File: config.mk
export PLATFORM = sky130hd
export DESIGN_NAME = keypad_scan
export DESIGN_NICKNAME = d
export VERILOG_FILES = /design/src/rtl/watch_pkg.sv /design/src/rtl/key_debounce.sv /design/src/rtl/keypad_scan.sv
export SDC_FILE = /design/constraint.sdc
export NUM_CORES = 1
export LEC_CHECK = 0
export CAP_MARGIN = 20
export CORE_ASPECT_RATIO = 0.9
export CORE_MARGIN = 10
export CORE_UTILIZATION = 55
export CTS_BUF_LIST = sky130_fd_sc_hd__clkbuf_4
export DETAILED_ROUTE_END_ITERATION = 10
export GPL_TIMING_DRIVEN = 0
export PLACE_DENSITY_LB_ADDON = 0.05
export SLEW_MARGIN = 0
export SYNTH_ARGS = -nofsm -noshare
export SYNTH_HDL_FRONTEND = slang
export SYNTH_SLANG_ARGS = --single-unit
File: constraint.sdc
create_clock -name clk -period 3.4 [get_ports clk]
set_clock_uncertainty 0.2 [all_clocks]
set_input_delay 0.68 -clock clk [delete_from_list [all_inputs] [get_ports clk]]
set_output_delay 0.68 -clock clk [all_outputs]
set_load 0.05 [all_outputs]
File: src/rtl/watch_pkg.sv
// Shared FSM state type, key codes and the row/column-to-key map
// for the keypad scanner.
package watch_pkg;

    typedef enum logic [1:0] {
        SCAN,
        DEB_PRESS,
        HELD,
        DEB_REL
    } state_t;

    localparam logic [3:0] KEY_STAR   = 4'd10;
    localparam logic [3:0] KEY_HASH   = 4'd11;
    localparam int         NUM_DIGITS = 10;

    // Rows 0-2 hold 1-9 in reading order; row 3 is *, 0, #.
    function automatic logic [3:0] key_map(
        input logic [1:0] row,
        input logic [1:0] col
    );
        logic [3:0] code;
        if (row == 2'd3) begin
            case (col)
                2'd0:    code = KEY_STAR;
                2'd1:    code = 4'd0;
                default: code = KEY_HASH;
            endcase
        end else begin
            code = {2'b00, row} * 4'd3 + {2'b00, col} + 4'd1;
        end
        return code;
    endfunction

    function automatic logic single_low(input logic [3:0] row);
        return $countones(~row) == 1;
    endfunction

    function automatic logic [1:0] low_idx(input logic [3:0] row);
        logic [1:0] idx;
        idx = '0;
        for (int i = 3; i >= 0; i--) begin
            if (!row[i]) idx = 2'(i);
        end
        return idx;
    endfunction

    function automatic logic [1:0] col_next(input logic [1:0] col);
        return (col == 2'd2) ? 2'd0 : col + 2'd1;
    endfunction

    function automatic logic [9:0] digit_onehot(input logic [3:0] code);
        logic [9:0] v;
        v = '0;
        if (code < 4'(NUM_DIGITS)) v = 10'b1 << code;
        return v;
    endfunction

endpackage

File: src/rtl/key_debounce.sv
// Saturating run-length counter shared by the press and release
// debounce phases of the keypad scanner.
module key_debounce
    import watch_pkg::*;
#(
    parameter int DEB_CNT = 20
) (
    input  logic clk,
    input  logic rst,
    input  logic inc,
    input  logic clr,
    output logic done
);

    localparam int W = $clog2(DEB_CNT + 1);

    logic [W-1:0] cnt;

    always_ff @(posedge clk or posedge rst) begin
        if (rst) begin
            cnt <= '0;
        end else if (clr) begin
            cnt <= '0;
        end else if (inc && cnt != W'(DEB_CNT)) begin
            cnt <= cnt + W'(1);
        end
    end

    assign done = (cnt == W'(DEB_CNT));

endmodule

File: src/rtl/keypad_scan.sv
// 4x3 matrix keypad scanner with debounce; optional auto-repeat is
// enabled by defining KEYPAD_REPEAT_EN.
module keypad_scan
    import watch_pkg::*;
#(
    parameter int SCAN_DIV  = 4,
    parameter int DEB_CNT   = 20,
    parameter int REP_DELAY = 500,
    parameter int REP_RATE  = 200
) (
    input  logic       clk,
    input  logic       rst,
    input  logic [3:0] kp_row,
    output logic [2:0] kp_col,
    output logic [9:0] key_onehot,
    output logic [3:0] key_code,
    output logic       key_valid
);

    localparam int DIV_W = $clog2(SCAN_DIV);

    // A row sample is only trusted once it was taken with the current
    // column driven, which needs the column stable for two clocks.
    if (SCAN_DIV < 3 || DEB_CNT < 1 || REP_DELAY < 1 || REP_RATE < 1)
    begin : g_param_check
        $error("keypad_scan: need SCAN_DIV >= 3 and counts >= 1");
    end

    state_t           state;
    state_t           state_nx;
    logic [3:0]       row_s1;
    logic [3:0]       row_s2;
    logic [1:0]       col;
    logic [1:0]       col_d1;
    logic [1:0]       col_d2;
    logic [DIV_W-1:0] div_cnt;
    logic [1:0]       r_lat;
    logic [3:0]       row_lat;
    logic [3:0]       code_nx;

    logic col_ok;
    logic hit;
    logic same;
    logic lat_high;
    logic deb_inc;
    logic deb_clr;
    logic deb_done;
    logic latch;
    logic accept;
    logic release_done;
    logic scan_step;
    logic rep_fire;

    always_ff @(posedge clk or posedge rst) begin
        if (rst) begin
            row_s1 <= '1;
            row_s2 <= '1;
        end else begin
            row_s1 <= kp_row;
            row_s2 <= row_s1;
        end
    end

    assign col_ok   = (col_d1 == col) && (col_d2 == col);
    assign hit      = col_ok && single_low(row_s2);
    assign same     = (row_s2 == row_lat);
    assign lat_high = row_s2[r_lat];
    assign code_nx  = key_map(r_lat, col);
    assign kp_col   = ~(3'b001 << col);

    always_ff @(posedge clk or posedge rst) begin
        if (rst) begin
            state <= SCAN;
        end else begin
            state <= state_nx;
        end
    end

    always_comb begin
        state_nx = state;
        unique case (state)
            SCAN: begin
                if (hit) state_nx = DEB_PRESS;
            end
            DEB_PRESS: begin
                if (deb_done)   state_nx = HELD;
                else if (!same) state_nx = SCAN;
            end
            HELD: begin
                if (lat_high) state_nx = DEB_REL;
            end
            DEB_REL: begin
                if (deb_done)       state_nx = SCAN;
                else if (!lat_high) state_nx = HELD;
            end
        endcase
    end

    always_comb begin
        deb_inc      = 1'b0;
        deb_clr      = 1'b0;
        latch        = 1'b0;
        accept       = 1'b0;
        release_done = 1'b0;
        scan_step    = 1'b0;
        unique case (state)
            SCAN: begin
                if (hit) begin
                    latch   = 1'b1;
                    deb_inc = 1'b1;
                end else begin
                    deb_clr   = 1'b1;
                    scan_step = 1'b1;
                end
            end
            DEB_PRESS: begin
                if (deb_done) begin
                    accept  = 1'b1;
                    deb_clr = 1'b1;
                end else if (same) begin
                    deb_inc = 1'b1;
                end else begin
                    deb_clr = 1'b1;
                end
            end
            HELD: begin
                if (lat_high) deb_inc = 1'b1;
                else          deb_clr = 1'b1;
            end
            DEB_REL: begin
                if (deb_done) begin
                    release_done = 1'b1;
                    deb_clr      = 1'b1;
                end else if (lat_high) begin
                    deb_inc = 1'b1;
                end else begin
                    deb_clr = 1'b1;
                end
            end
        endcase
    end

    key_debounce #(
        .DEB_CNT (DEB_CNT)
    ) u_deb (
        .clk  (clk),
        .rst  (rst),
        .inc  (deb_inc),
        .clr  (deb_clr),
        .done (deb_done)
    );

    always_ff @(posedge clk or posedge rst) begin
        if (rst) begin
            col     <= '0;
            col_d1  <= '0;
            col_d2  <= '0;
            div_cnt <= '0;
        end else begin
            col_d1 <= col;
            col_d2 <= col_d1;
            if (scan_step) begin
                if (div_cnt == DIV_W'(SCAN_DIV - 1)) begin
                    div_cnt <= '0;
                    col     <= col_next(col);
                end else begin
                    div_cnt <= div_cnt + DIV_W'(1);
                end
            end else begin
                div_cnt <= '0;
                if (release_done) col <= col_next(col);
            end
        end
    end

    always_ff @(posedge clk or posedge rst) begin
        if (rst) begin
            r_lat   <= '0;
            row_lat <= '1;
        end else if (latch) begin
            r_lat   <= low_idx(row_s2);
            row_lat <= row_s2;
        end
    end

`ifdef KEYPAD_REPEAT_EN
    localparam int REP_MAX = (REP_DELAY > REP_RATE) ? REP_DELAY : REP_RATE;
    localparam int REP_W   = $clog2(REP_MAX + 1);

    logic [REP_W-1:0] rep_cnt;
    logic [REP_W-1:0] rep_lim;
    logic             rep_first;

    assign rep_lim  = rep_first ? REP_W'(REP_DELAY - 1)
                                : REP_W'(REP_RATE - 1);
    assign rep_fire = (state == HELD) && (rep_cnt == rep_lim);

    // Timer pauses through release bounce so a brief lift keeps cadence.
    always_ff @(posedge clk or posedge rst) begin
        if (rst) begin
            rep_cnt   <= '0;
            rep_first <= 1'b1;
        end else if (state == HELD) begin
            if (rep_fire) begin
                rep_cnt   <= '0;
                rep_first <= 1'b0;
            end else begin
                rep_cnt <= rep_cnt + REP_W'(1);
            end
        end else if (state != DEB_REL) begin
            rep_cnt   <= '0;
            rep_first <= 1'b1;
        end
    end
`else
    assign rep_fire = 1'b0;
`endif

    always_ff @(posedge clk or posedge rst) begin
        if (rst) begin
            key_valid  <= 1'b0;
            key_code   <= '0;
            key_onehot <= '0;
        end else begin
            key_valid <= accept | rep_fire;
            if (accept) begin
                key_code   <= code_nx;
                key_onehot <= digit_onehot(code_nx);
            end else if (release_done) begin
                key_onehot <= '0;
            end
        end
    end

endmodule

# --- Word level (Yosys, flattened, before mapping) ---
# Index checks and enable logic that the tools add are counted.
word_totals:
  reg_bits: 44
  word_cells: 99
  output_inout_bits: 18
  inputBits: 6
classes:
  bitwise_logic: 2
  order_cmp: 2
  n_reduce_logical: 10
  mux: 43
  n_mul: 1
  n_eq_ne: 18
  shifts: 2
  addsub: 8
ops:
  columns: ["op", "count"]
  rows:
  - ["2-bit 2-to-1 mux", 16]
  - ["10-bit 2-to-1 mux", 3]
  - ["1-bit 2-to-1 mux", 16]
  - ["2-bit equality test, second input constant", 5]
  - ["5-bit 2-to-1 mux", 2]
  - ["1-bit by 4-bit left shift with 10-bit output, first input constant", 1]
  - ["1-bit one-hot mux with 4 select lines", 2]
  - ["2-bit one-hot mux with 4 select lines", 1]
  - ["4-bit one-hot mux with 2 select lines", 1]
  - ["3-bit inequality test, second input constant", 2]
  - ["2-bit nonzero test", 3]
  - ["5-bit by 1-bit adder with 5-bit output, second input constant", 1]
  - ["5-bit equality test, second input constant", 1]
  - ["5-bit inequality test, second input constant", 1]
  - ["1-bit by 1-bit adder with 2-bit output", 2]
  - ["2-bit by 1-bit adder with 2-bit output, second input constant", 2]
  - ["4-bit by 1-bit adder with 4-bit output, second input constant", 1]
  - ["4-bit by 2-bit adder with 4-bit output", 1]
  - ["2-bit by 1-bit equality test with 1-bit output, second input constant", 2]
  - ["2-bit equality test", 2]
  - ["4-bit equality test", 1]
  - ["2-bit logical NOT", 2]
  - ["4-bit less-than comparator, second input constant", 1]
  - ["2-bit by 2-bit multiplier with 4-bit output, second input constant", 1]
  - ["other kinds (13)", 16]

# --- Longest topological paths before layout ---
# Gate-level depths: netlist of the first run.
depth:
  ltp_word: 10
  ltp_mapped: 10
  depth_no_buf: 9

# --- Cells and area by module ---
# From an unflattened synthesis of the first run, not the netlist that was laid out.
hier_totals:
  hier_cells: 189
  area_unflattened_um2: 2107.0
by_module_without_submodules:
  columns: ["module", "n_inst", "cells_per_inst", "area_each_um2"]
  rows:
  - ["keypad_scan", 1, 159, 1828.0]
  - ["key_debounce", 1, 30, 279.0]

# --- Worst setup path before layout of the first run ---
# OpenSTA, ideal clock, no wires.
synth_path:
  path_kind: "register -> register"
  start: "reg row_s2[1]"
  end: "reg row_lat[0]"
  synth_period_minus_slack_ns: 2.622
  setup_ns: 0.082
  path_slack_ns: 0.778
  required_ns: 3.118
  arrival_ns: 2.340
  path_stages_with_launch: 10
  cell_sequence: "dfstp_2 fa_1 inv_1 ha_1 ha_1 nor3b_1 o221ai_2 nand2b_1 buf_2 mux2_2"
synth_between:
  elab_chain_len: 7
synth_rtl:
  columns: ["item", "line_no", "text"]
  rows:
  - ["start: declaration", "keypad_scan.sv:32", "logic [3:0] row_s2;"]
  - ["start signal: assignment", "keypad_scan.sv:60", "row_s2 <= row_s1;"]
  - ["4-bit inverter", "watch_pkg.sv:35", "return $countones(~row) == 1;"]
  - ["1-bit by 1-bit adder with 2-bit output (implied by the code)", "watch_pkg.sv:35", null]
  - ["2-bit by 2-bit adder with 3-bit output (implied by the code)", "watch_pkg.sv:35", null]
  - ["3-bit by 1-bit equality test with 1-bit output", "watch_pkg.sv:35", null]
  - ["1-bit logical AND", "keypad_scan.sv:65", "assign hit = col_ok && single_low(row_s2);"]
  - ["1-bit 2-to-1 mux", "keypad_scan.sv:108", "if (hit) begin"]
  - ["1-bit 2-to-1 mux", "keypad_scan.sv:106", "unique case (state)"]
  - ["end signal: assignment", "keypad_scan.sv:182", "row_lat <= row_s2;"]
  - ["end: declaration", "keypad_scan.sv:38", "logic [3:0] row_lat;"]
# Every way passes these cells.
# A chain may end at the register's enable or synchronous reset.

# --- Worst setup path in the final report of the first run ---
layout_path:
  start: "reg row_s2[1]"
  end: "reg u_deb.cnt[2]"
layout_between:
  elab_chain_len: 9
  elab_cells_between_ends: 23
layout_rtl:
  columns: ["item", "line_no", "text"]
  rows:
  - ["4-bit inverter", "watch_pkg.sv:35", null]
  - ["1-bit by 1-bit adder with 2-bit output (implied by the code)", "watch_pkg.sv:35", null]
  - ["2-bit by 2-bit adder with 3-bit output (implied by the code)", "watch_pkg.sv:35", null]
  - ["3-bit by 1-bit equality test with 1-bit output", "watch_pkg.sv:35", null]
  - ["1-bit logical AND", "keypad_scan.sv:65", null]
  - ["1-bit 2-to-1 mux", "keypad_scan.sv:108", null]
  - ["1-bit one-hot mux with 4 select lines", "keypad_scan.sv:106", null]
  - ["1-bit logical AND", "key_debounce.sv:24", "end else if (inc && cnt != W'(DEB_CNT)) begin"]
  - ["2-bit nonzero test (no source line)", null, null]
  - ["end signal: assignment", "key_debounce.sv:25", "cnt <= cnt + W'(1);"]
  - ["end: declaration", "key_debounce.sv:17", "logic [W-1:0] cnt;"]
# Parallel ways exist; a longest one is shown, timed or not. The select of a mux whose other input is x is not followed.

==> results.md, run 1 <==
- Count of unique library cells instantiated by Yosys: 41
- Largest net degree at the start of global routing: 45
- Antenna diodes: 0
- Critical path required time: 3440 ps
- ANT nets after route: 0
- Initial antenna violation count: 0
- Sequential Area: 1120 sq um
- Area Overhead vs Synth: 16.7%
- Final wirelength: 3740 um
- Worst-Margin Slew: 870 ps
- Hpwl dp: 2900 um
- Max transition margin: 0.419
- Final Hold Fails: 0
- Cell taking the most area after synthesis: dfrtp_1
- Synth top area cells: dfrtp_1 39%, dfstp_2 15%, ha_1 5.5%
- Post-DR vias/cell: 5.43
- Core box area: 3480 sq um
- Worst vdd ir: 383 uV
- Clk root buf: clkbuf_4
- Period utilization: 0.903
- Final TNS setup: 0 ps
- Post-CTS Setup Bufs: 0
- CTS Hold Bufs: 0
- Syn avg cell area: 11.6 sq um
- Port buffer count: 23
- Fin worst setup slack: 331 ps
- H-tree depth: 2
- Main synth FF type: dfrtp_1
- Top cell type's share of synthesized area: 0.391
- Final Hold Slack: 164 ps
- Leakage power: 1.06 nW
- Max-slew violations: 0
- Post-cts repair resize count: 0
- Die area: 6570 sq um
- First-pass GRT wire length: 6790 um
- Worst-skew pair later-pin latency: 350 ps
- Fill cells: 259
- # DRC: 0
- Final nets: 224
- Cell area after layout: 2390 sq um
- Global-route usage over all layers: 0.123
- I/O pins: 24
- Critical path class: reg2reg
- Area of the multi-input gates: 853 sq um
- Final Setup Violations: 0
- Placed insts: 243
- Tot Pwr: 1.68 mW
- Die width: 84.3 um
- Crit path launch type: flop
- Sequential fraction of the synthesis area: 0.545
- Max FO, Critical Path: 7
- Critical Path End Type: flop
- Post-layout util: 0.687
- RSZ-0062 raised after global routing: false
- Initial DRC Count: 88
- Final min period: 3070 ps
- Avg WL per Cell: 14.9 um
- Post-synth EDFFs: 0
- HP Class: reg2reg
- Clock Pin Slew Worst Setup and Hold Paths: 110 ps
- Syn Std Cell Area: 2050 sq um
- Fmax: 0.326 GHz
- Initial Util: 0.588
- Placed inst area: 2330 sq um
- Grt ovf: 0
- Pre-CTS setup slack: 376 ps
- CTS tree: built
- Routing usage on met1: 0.141
- FFs w/ async S/R, synth: 1.00
- CP arrival: 3110 ps
- Synthesized instance count: 176
- Vias: 1362
- GP Congestion: 0.813
- Die height: 77.9 um
- Layout cells sized above 1: 0.179
- Pwr Density: 703 nW/um^2
- 1st-pass router iterations: 5
- Met2 Usage GRT: 0.215
- CTS buffer count: 5
- Register bit total from synthesis: 44
- Vias in the first global route: 1455
- Syn_nets: 194
- Met3 Use GR: 0.0376
- Max Root-Sink Buffers: 2
- Status: completed
- Post-route non-filler standard cell count: 251
- # Max-Cap Violations: 0
- Synth Warn #: 0
- FP Rows: 20
- Clk sinks: 44
- GRT Max-Usage Layer: met2
[worst max-delay path, cell delays in order, from the launching register on]
cell and delay, ps:
dfstp_2 610, fa_1 420, inv_1 60, ha_1 130, ha_1 230, nor3b_1 290, o221ai_2 240, o21ai_0 250
nand3_1 250, a311oi_1 280
[kinds of logic (layout without fill, tap and decap cells)]
family,Yosys count,count (layout),share of synthesized area
mux,8,8,0.0477
flops,44,44,0.545
buf+inv,17,48,0.0379
xor+xnor,8,8,0.0342
compound gates,31,31,0.106
simple gates,56,56,0.145
fa+ha+maj,12,12,0.0844
[area by class of cell]
class,count,area share
flip-flops and latches,44,0.467
well taps,44,0.0230
repair buffers,23,0.0963
clock inverters,1,0.00209
multi-input cells,115,0.357
plain buffers,4,0.00995
clock buffers,7,0.0220
inverters,13,0.0225
[power breakdown]
group / internal, mW / switching [mW]
Clock: 0.0968 / 0.158
Combinational: 0.272 / 0.438
Sequential: 0.631 / 0.0849
[final timing paths]
check / from / to / slack [ps] / cells after the start
setup / recovery: row_s2[1] / u_deb.cnt[2] / 330 / 9
hold / removal: row_s1[1] / row_s2[1] / 160 / 0
setup reg to reg: row_s2[1] / u_deb.cnt[2] / 330 / 9
hold reg to reg: row_s1[1] / row_s2[1] / 160 / 0
max in group asynchronous: rst / r_lat[1] / 1830 / 2
min in group asynchronous: rst / key_onehot[2] / 610 / 2
[synthesized netlist by cell type (all sizes together), types with 3 or more instances]
cell	instances
mux2i	3
a22o	5
fa	3
o21ai	11
a21oi	5
xnor2	7
mux2	4
nand2b	3
dfrtp	32
inv	12
ha	9
nor2	10
dfstp	12
nor3	4
nand2	22
nand3	6
and3	3
[layout by cell type, fill, tap and decap left out, drive strengths merged, types with 2 or more instances in the layout]
master         synthesis  layout
nor2b                  2       2
and3                   3       3
nor2                  10      10
a21o                   2       2
mux2i                  3       3
clkinv                 1       2
clkdlybuf4s50          0      23
a211oi                 2       2
mux2                   4       4
dfstp                 12      12
buf                    2       2
clkbuf                 2       9
ha                     9       9
nand2b                 3       3
a21oi                  5       5
a22o                   5       5
fa                     3       3
nand2                 22      22
nand3                  6       6
nor3                   4       4
xnor2                  7       7
dfrtp                 32      32
inv                   12      12
or2                    2       2
o31ai                  2       2
o21ai                 11      11
[routing by layer]
layer  vias to the layer above  part of all wire
li1                        667                 -
met5                         -                 0
met1                       664              0.44
met3                         6             0.044
met2                        25              0.50
met4                         0             0.012
[state kept, by name (all words and copies together) (netlist names)]
signal      cells
key_onehot     10
u_deb.cnt       5
key_code        4
row_lat         4
row_s1          4
row_s2          4
col             2
col_d1          2
col_d2          2
div_cnt         2
r_lat           2
state           2
key_valid       1
(Power assumes the default switching activity.)
==> run 2: changes to the inputs <==
--- a/config.mk
+++ b/config.mk
@@ -13,7 +13,9 @@
 export DETAILED_ROUTE_END_ITERATION = 10
 export GPL_TIMING_DRIVEN = 0
 export PLACE_DENSITY_LB_ADDON = 0.05
+export SETUP_SLACK_MARGIN = 0.05
 export SLEW_MARGIN = 0
 export SYNTH_ARGS = -nofsm -noshare
 export SYNTH_HDL_FRONTEND = slang
+export SYNTH_HIERARCHICAL = 1
 export SYNTH_SLANG_ARGS = --single-unit
==> results.md, run 2 <==
- Initial antenna violation count: 0
- Period utilization: 0.923
- Global-route usage over all layers: 0.131
- HP Class: reg2reg
- Count of unique library cells instantiated by Yosys: 43
- Critical Path End Type: flop
- Sequential fraction of the synthesis area: 0.530
- Pre-CTS setup slack: 116 ps
- Count leader, synth: dfrtp_1
- Top cell type's share of synthesized area: 0.380
- Top flop regs: key_onehot (10), u_deb/cnt (5)
- Final nets: 243
- Pwr Density: 698 nW/um^2
- CTS buffer count: 5
- Die area: 6710 sq um
- Layout cells sized above 1: 0.173
- Vias in the first global route: 1570
- Largest Register: key_onehot
- Reg2Reg Setup Slack: 260 ps
- Reg-to-Reg Start: row_s2[1]
- Leakage power: 1.21 nW
- FFs w/ async S/R, synth: 1.00
- CTS tree: built
- First-pass GRT wire length: 7250 um
- Critical path required time: 3470 ps
- Initial DRC Count: 78
- Hold path start: row_s1[3]
- Core box area: 3700 sq um
- Antenna diodes: 0
- Avg WL per Cell: 15.5 um
- Status: completed
- Crit path launch type: flop
- Synth Warn #: 6
- Post-DR vias/cell: 5.61
- Final min period: 3140 ps
- Vias: 1525
- Placed insts: 259
- Worst-skew pair later-pin latency: 350 ps
- Die height: 78.7 um
- Area of the multi-input gates: 898 sq um
- Largest net degree at the start of global routing: 22
- Final Setup Violations: 0
- Clk root buf: clkbuf_4
- I/O pins: 24
- Synthesized instance count: 189
- Max transition margin: 0.456
- Fin worst setup slack: 260 ps
- Final TNS setup: 0 ps
- Worst Hold Path Cells: 0
- Worst reg2reg endpoint: u_deb/cnt[3]
- Largest register FFs: 10
- # DRC: 0
- Syn_nets: 207
- Commonest non-fill, non-tap cell in the layout: dfrtp_1
- Die width: 85.2 um
- Final Hold Fails: 0
- Hpwl dp: 3190 um
- Port buffer count: 23
- Post-route non-filler standard cell count: 272
- CP Launch Point: row_s2[1]
- CTS Hold Bufs: 0
- Synth top cells by count: 32 x dfrtp_1, 25 x nand2_1, 18 x inv_1
- Final wirelength: 4220 um
- H-tree depth: 2
- Syn avg cell area: 11.1 sq um
- Syn Std Cell Area: 2110 sq um
- Tot Pwr: 1.76 mW
- Fill cells: 295
- FP Rows: 21
- Cell taking the most area after synthesis: dfrtp_1
- Clock Pin Slew Worst Setup and Hold Paths: 110 ps
- Max Root-Sink Buffers: 2
- # Max-Cap Violations: 0
- Most frequent cells in the layout: 32 x dfrtp_1, 24 x nand2_1, 23 x clkdlybuf4s50_1, 18 x inv_1, 12 x dfstp_2
- CP arrival: 3210 ps
- Max-slew violations: 0
- ANT nets after route: 0
- Grt ovf: 0
- Area Overhead vs Synth: 19.4%
- Clk sinks: 44
- FF-to-FF path depth: 12
- Hold Path End: row_s2[3]
- GP Congestion: 0.765
- Sequential Area: 1120 sq um
- Max FO, Critical Path: 8
- Worst-Margin Slew: 815 ps
- Fmax: 0.318 GHz
- 1st-pass router iterations: 5
- Synth top area cells: dfrtp_1 38%, dfstp_2 15%, ha_1 5.3%
- Worst vdd ir: 382 uV
- Initial Util: 0.569
- Main synth FF type: dfrtp_1
- RSZ-0062 raised after global routing: false
- Register bit total from synthesis: 44
- Critical path class: reg2reg
- Post-synth EDFFs: 0
-- run 2: cell type report --
cell class	instances	area share
Buffer	4	0.00945
Timing Repair Buffer	29	0.117
Tap cell	46	0.0229
Clock inverter	2	0.00299
Inverter	19	0.0284
Sequential cell	44	0.444
Multi-Input combinational cell	122	0.357
Clock buffer	6	0.0179
-- run 2: repair_timing --
action / 4_1_cts / 5_1_grt
gates resized for setup: 0 / 1
buffers inserted: 0 / 5
setup endpoints to repair: 0 / 1
-- run 2: worst max path at each step --
stage | end | slack, ps | cells after the start
after floorplan | u_deb/cnt[3] | 450 | 12
after global placement | u_deb/cnt[3] | 180 | 12
after detailed placement | u_deb/cnt[3] | 120 | 12
after CTS | u_deb/cnt[3] | 70 | 12
after global routing | u_deb/cnt[3] | 70 | 12
final | u_deb/cnt[3] | 260 | 12
-- run 2: worst max-delay path, cell delays in order, from the launching register on --
cell and delay [ps]:
dfstp_2 590, fa_1 420, inv_1 60, ha_1 140
ha_1 230, nor3b_2 210, o221ai_2 160, nand2_2 150
and3_1 150, buf_2 170, nand4_1 120, or3_1 310
a21oi_1 160
-- run 2: cell families (layout without fill, tap and decap cells) --
family,count (synthesis),count (layout),synth area share
AOI/OAI and AO/OA,36,36,0.117
adders and majority gates,12,12,0.0819
and+or+nand+nor,61,61,0.150
buffers and inverters,23,60,0.0451
xor gates and xnor gates,6,6,0.0249
DFF,44,44,0.530
muxes,7,7,0.0511
-- run 2: metal layers --
| metal | vias up | part of all wire | track usage |
|---|---|---|---|
| met2 | 33 | 0.47 | 0.207 |
| li1 | 732 | - | - |
| met1 | 753 | 0.46 | 0.164 |
| met4 | 0 | 0.014 | 0.0510 |
| met5 | - | 0 | 0 |
| met3 | 7 | 0.049 | 0.0418 |
-- run 2: power by group --
group | total, mW | internal [mW] | switching (mW)
sequential | 0.732 | 0.632 | 0.100
combinational | 0.787 | 0.335 | 0.452
clock | 0.237 | 0.0848 | 0.152
total | 1.76 | 1.05 | 0.704
-- run 2: metrics by stage --
stage	hold slack, ps	cell area (sq um)	utilization
2_1_floorplan	145	2110	-
3_3_place_gp	145	2390	0.646
3_5_place_dp	148	2420	0.654
4_1_cts	165	2470	0.668
5_1_grt	168	2510	0.679
6_report	162	2510	0.679
